$ cat config.mk
export PLATFORM = sky130hd
export DESIGN_NAME = io_write_port
export DESIGN_NICKNAME = d
export VERILOG_FILES = /design/src/rtl/io_pkg.sv /design/src/rtl/seven_seg_decoder.sv /design/src/rtl/io_write_port.sv
export SDC_FILE = /design/constraint.sdc
export NUM_CORES = 1
export LEC_CHECK = 0
export ABC_AREA = 0
export CORE_MARGIN = 2
export CORE_UTILIZATION = 51
export CTS_CLUSTER_DIAMETER = 50
export DETAILED_ROUTE_END_ITERATION = 10
export GPL_ROUTABILITY_DRIVEN = 0
export PLACE_DENSITY_LB_ADDON = 0.3
export SLEW_MARGIN = 20
export SYNTH_ARGS = -nofsm -noshare
export SYNTH_HDL_FRONTEND = slang
export SYNTH_SLANG_ARGS = --single-unit
$ cat constraint.sdc
create_clock -name clk -period 4.71 [get_ports clk]
set_clock_uncertainty 0.05 [all_clocks]
set_input_delay 0.471 -clock clk [delete_from_list [all_inputs] [get_ports clk]]
set_output_delay 0.471 -clock clk [all_outputs]
set_load 0.01 [all_outputs]
$ cat src/rtl/io_pkg.sv
// Shared IO constants for the MIPS32 SoC: store/load address map and
// active-low seven-segment patterns ({dp,g,f,e,d,c,b,a}).
package io_pkg;

    localparam logic [10:0] IO_ADDR_KEYPAD = 11'd1;
    localparam logic [10:0] IO_ADDR_MS     = 11'd2;
    localparam logic [10:0] IO_ADDR_LEDS   = 11'd3;
    localparam logic [10:0] IO_ADDR_DISP   = 11'd4;
    localparam logic [10:0] IO_ADDR_DMASK  = 11'd5;

    localparam logic [7:0] SEG_HEX_0 = 8'hC0;
    localparam logic [7:0] SEG_HEX_1 = 8'hF9;
    localparam logic [7:0] SEG_HEX_2 = 8'hA4;
    localparam logic [7:0] SEG_HEX_3 = 8'hB0;
    localparam logic [7:0] SEG_HEX_4 = 8'h99;
    localparam logic [7:0] SEG_HEX_5 = 8'h92;
    localparam logic [7:0] SEG_HEX_6 = 8'h82;
    localparam logic [7:0] SEG_HEX_7 = 8'hF8;
    localparam logic [7:0] SEG_HEX_8 = 8'h80;
    localparam logic [7:0] SEG_HEX_9 = 8'h90;
    localparam logic [7:0] SEG_HEX_A = 8'h88;
    localparam logic [7:0] SEG_HEX_B = 8'h83;
    localparam logic [7:0] SEG_HEX_C = 8'hC6;
    localparam logic [7:0] SEG_HEX_D = 8'hA1;
    localparam logic [7:0] SEG_HEX_E = 8'h86;
    localparam logic [7:0] SEG_HEX_F = 8'h8E;

endpackage

$ cat src/rtl/seven_seg_decoder.sv
// Combinational hex nibble to active-low seven-segment pattern decoder.
module seven_seg_decoder
    import io_pkg::*;
(
    input  logic [3:0] i_nibble,
    output logic [7:0] o_pattern
);

    always_comb begin
        o_pattern = 8'hFF;
        case (i_nibble)
            4'h0: o_pattern = SEG_HEX_0;
            4'h1: o_pattern = SEG_HEX_1;
            4'h2: o_pattern = SEG_HEX_2;
            4'h3: o_pattern = SEG_HEX_3;
            4'h4: o_pattern = SEG_HEX_4;
            4'h5: o_pattern = SEG_HEX_5;
            4'h6: o_pattern = SEG_HEX_6;
            4'h7: o_pattern = SEG_HEX_7;
            4'h8: o_pattern = SEG_HEX_8;
            4'h9: o_pattern = SEG_HEX_9;
            4'hA: o_pattern = SEG_HEX_A;
            4'hB: o_pattern = SEG_HEX_B;
            4'hC: o_pattern = SEG_HEX_C;
            4'hD: o_pattern = SEG_HEX_D;
            4'hE: o_pattern = SEG_HEX_E;
            default: o_pattern = SEG_HEX_F;
        endcase
    end

endmodule

$ cat src/rtl/io_write_port.sv
// IO write side: millisecond counter, keypad ack, LEDs and 8-digit display scanner.
// Define IO_WRITE_DISPLAY_EN to build the display registers and scanner.
module io_write_port
    import io_pkg::*;
#(
    parameter int CLK_FREQ_HZ = 50_000_000,
    parameter int SCAN_DIV    = 50_000
) (
    input  logic        clk,
    input  logic        rst,
    input  logic [10:0] addr,
    input  logic [31:0] wdata,
    input  logic        en,
    input  logic        wr,
    output logic [31:0] milliSeconds,
    output logic        keypadAck,
    output logic [15:0] leds,
    output logic [7:0]  seg_an,
    output logic [7:0]  seg_cat
);

    localparam int MS_DIV = CLK_FREQ_HZ / 1000;
    localparam int PW     = $clog2(MS_DIV);
    localparam logic [PW-1:0] PRE_LAST = PW'(MS_DIV - 1);

    logic          w_write;
    logic [PW-1:0] r_prescale;

    assign w_write = en && wr;

    // A load always beats the terminal-count increment on the same edge.
    always_ff @(posedge clk or posedge rst) begin
        if (rst) begin
            milliSeconds <= 32'd0;
            r_prescale   <= '0;
            keypadAck    <= 1'b0;
            leds         <= 16'd0;
        end else begin
            keypadAck <= w_write && (addr == IO_ADDR_KEYPAD);
            if (w_write && (addr == IO_ADDR_LEDS)) begin
                leds <= wdata[15:0];
            end
            if (w_write && (addr == IO_ADDR_MS)) begin
                milliSeconds <= wdata;
                r_prescale   <= '0;
            end else if (r_prescale == PRE_LAST) begin
                milliSeconds <= milliSeconds + 32'd1;
                r_prescale   <= '0;
            end else begin
                r_prescale <= r_prescale + 1'b1;
            end
        end
    end

`ifdef IO_WRITE_DISPLAY_EN
    localparam int SW = (SCAN_DIV > 1) ? $clog2(SCAN_DIV) : 1;
    localparam logic [SW-1:0] SLOT_LAST = SW'(SCAN_DIV - 1);

    logic [31:0]   r_dispVal;
    logic [7:0]    r_dmask;
    logic [SW-1:0] r_slot;
    logic [2:0]    r_index;
    logic [3:0]    w_nibble;
    logic [7:0]    w_pattern;

    assign w_nibble = r_dispVal[{r_index, 2'b00} +: 4];

    seven_seg_decoder u_decoder (
        .i_nibble  (w_nibble),
        .o_pattern (w_pattern)
    );

    // Outputs are registered from the pre-edge index, so they trail the scanner by one cycle.
    always_ff @(posedge clk or posedge rst) begin
        if (rst) begin
            r_dispVal <= 32'd0;
            r_dmask   <= 8'hFF;
            r_slot    <= '0;
            r_index   <= 3'd0;
            seg_an    <= 8'hFF;
            seg_cat   <= 8'hFF;
        end else begin
            if (w_write && (addr == IO_ADDR_DISP)) begin
                r_dispVal <= wdata;
            end
            if (w_write && (addr == IO_ADDR_DMASK)) begin
                r_dmask <= wdata[7:0];
            end
            if (r_slot == SLOT_LAST) begin
                r_slot  <= '0;
                r_index <= r_index + 3'd1;
            end else begin
                r_slot <= r_slot + 1'b1;
            end
            seg_an  <= r_dmask[r_index] ? ~(8'h01 << r_index) : 8'hFF;
            seg_cat <= {1'b1, w_pattern[6:0]};
        end
    end
`else
    logic w_unused;

    assign w_unused = &{1'b0, wdata[31:16], SCAN_DIV[0]};
    assign seg_an   = 8'hFF;
    assign seg_cat  = 8'hFF;
`endif

endmodule

==> reports/metrics.cfg <==
[pwr]
p_per_area_nw_per_um2 = 265
p_leak_nw = 2.00
p_sw_uw = 315
peakVddDrop_v = 0.000219
pwr-share-clk_pct = 40.3
pwr-share-seq_pct = 49.7
sw_frac_of_total_pct = 25.1
power_mw = 1.25
power_frac_comb_pct = 10.0
power.internal_uw = 939

[finish]
n_fill_cell = 534
final_common_cell = clkdlybuf4s50_1
syn_to_final_growth_pct = 32.8
antenna_cells = 0
drive_gt1_share_pct = 12.1
nets = 492
stdcell_count = 544
seq_area_um2 = 1630
layout_common_cells = clkdlybuf4s50_1 (95), dfrtp_1 (65), nor2_1 (53)
multi_input_area_um2 = 1780

[sta]
finalCritPeriodShare_pct = 58.2
min_period_ns = 2.74
fmax_mhz = 365
finalHoldViolCount = 0
timing.final.max_slew_violations = 0
setup_tns_ns = 0
worst_slack_ns = 1.97
max_slew_margin_pct = 32.9
setup_viol = 0
worst_pin_slew_ns = 1.00
rsz0062_at_grt = false

[global_route]
antenna_found_initial = 0
grt-ovfl-total = 0
grt_pass1_vias = 2948
grt_pass1_wl_um = 14100
grt_start_max_net_pins = 45
track_usage_pct = 23.7

[setup_path]
cpPeakStageDelay_ns = 0.71
cp.required_ns = 4.87
worst-path-stages = 6
cp-end-kind = flip-flop
path_buf_inv = 1
path_max_fanout = 25
slowest_stage = nand2_1
crit_chain = clkdlybuf4s50_1, nor4_1, and4_1, nand3b_1, nand2_1, nor2_1
worstRegToRegCells = 6
cp-start-kind = input port
worstPathArrival_ns = 2.90
critical_path_class = input port to flip-flop
critPathTopFamily = simple AND/OR/NAND/NOR gates

[yosys]
synthDistinctLibCells = 32
ys.flop_type = dfrtp_1
ys_seq_area_share_pct = 45.6
synth_top_cell_area_share_pct = 45.6
synth_area_per_cell_um2 = 10.1
synth-edff-count = 0
syn_inst = 352
ys_ff_latch = 65
async_flop_share_pct = 100
synth_area_um2 = 3570
synth_largest_area_cell = dfrtp_1
synth_area_leaders = dfrtp_1 (46%), xnor2_1 (7.4%), nor2_1 (5.6%), mux2_2 (5.0%), a21oi_1 (4.5%)
ys_warn_count = 0

[cts]
clk_pin_slew_worst_paths_ns = 0.07
cts_sinks = 65
clock_path_buffers = 2
h-tree-depth = 3
clk_latency_ns = 0.35
root_buffer = clkbuf_8
hold_buffers = 0
post_cts_resized = 0
cts_made_buffers = 9
post_cts_buffers = 0
cts_tree = built

[drt]
via_per_inst = 5.23
vias = 2843
first_pass_iters = 4
drc = 0
wl_um = 8280
ant_nets = 0
dr.first_iter.drc_count = 83
wl_per_cell_um = 15.2

[run]
drv_cap = 0

[placed_design]
post-place-cells = 528
port-buffer-count = 95
pre_cts_ws_ns = 1.57
dp_hpwl_um = 5880

[floorplan]
initial_utilization_pct = 52.5
ioPinCount = 112
die-area_um2 = 7680
die_h_um = 87.6
core_area_um2 = 6790
fp-row-count = 30
die_w_um = 87.6

[min_path]
min_path_cells = 1
hp-class = flip-flop to flip-flop

[run_status]
outcome = complete, no violations

sequential cells by signal (all words and copies together) (netlist names):
register and flops:
keypadAck 1, leds 16, milliSeconds 32, r_prescale 16
path summary, 6_finish.rpt:
path / from / endpoint / slack, ns
max in group asynchronous: rst / keypadAck / 3.23
hold reg to reg: r_prescale[0] / r_prescale[0] / 0.44
setup reg to reg: r_prescale[0] / milliSeconds[28] / 2.48
hold / removal: r_prescale[0] / r_prescale[0] / 0.44
min in group asynchronous: rst / milliSeconds[13] / 0.45
setup / recovery: addr[5] / r_prescale[12] / 1.97
per-layer routing:
| layer | global-route usage (%) | up-vias | part of all wire [%] |
|---|---|---|---|
| met1 | 29.7 | 1368 | 43 |
| met4 | 7.55 | 0 | 1.6 |
| met3 | 8.29 | 14 | 6.8 |
| met2 | 38.4 | 88 | 48 |
| li1 | - | 1373 | - |
| met5 | 0 | - | 0 |
power groups by stage:
stage	combinational, mW	clock, mW	sequential, mW
after floorplan	0.0781	0	0.626
after global placement	0.122	0	0.631
after detailed placement	0.126	0	0.632
after CTS	0.127	0.510	0.622
after global routing	0.139	0.535	0.628
final	0.126	0.505	0.623
kinds of logic (layout without fill, tap and decap cells):
| kind of cell | count (synthesis) | count (layout) | synth area share, % |
|---|---|---|---|
| other cells | 1 | 16 | 0.105 |
| buf+inv | 36 | 117 | 6.03 |
| mux | 17 | 17 | 5.33 |
| fa+ha+maj | 2 | 2 | 0.701 |
| xor+xnor | 45 | 45 | 11.0 |
| simple gates | 154 | 154 | 26.7 |
| flops | 65 | 65 | 45.6 |
| compound gates | 32 | 32 | 4.49 |
area by class of cell:
type / instances / area share, %
timing repair buffer: 97 / 20.6
tap: 96 / 2.53
multi-input combinational: 266 / 37.6
inverter: 4 / 0.317
sequential: 65 / 34.3
clock inverter: 4 / 1.06
clock buffer: 12 / 3.49
metrics by stage:
step	hold slack, ns	util (%)	instance area, µm²
after floorplan	0.405	-	3620
after global placement	0.419	66.6	4520
after detailed placement	0.435	66.6	4520
after CTS	0.443	69.7	4740
after global routing	0.480	69.7	4740
final	0.442	69.7	4740
synthesized netlist by cell type, drive strengths merged (2+ instances only):
master and number:
ha 2, and4 9, and2 6, nand4 13, nor4b 3, buf 24, nor4 18, nor2 53
clkbuf 8, a21oi 32, inv 4, and3 9, xnor2 30, nand2 16, mux2 16, xor2 15
nor3 7, nand3 18, dfrtp 65
Note: power is estimated with default switching activity, not from simulation.
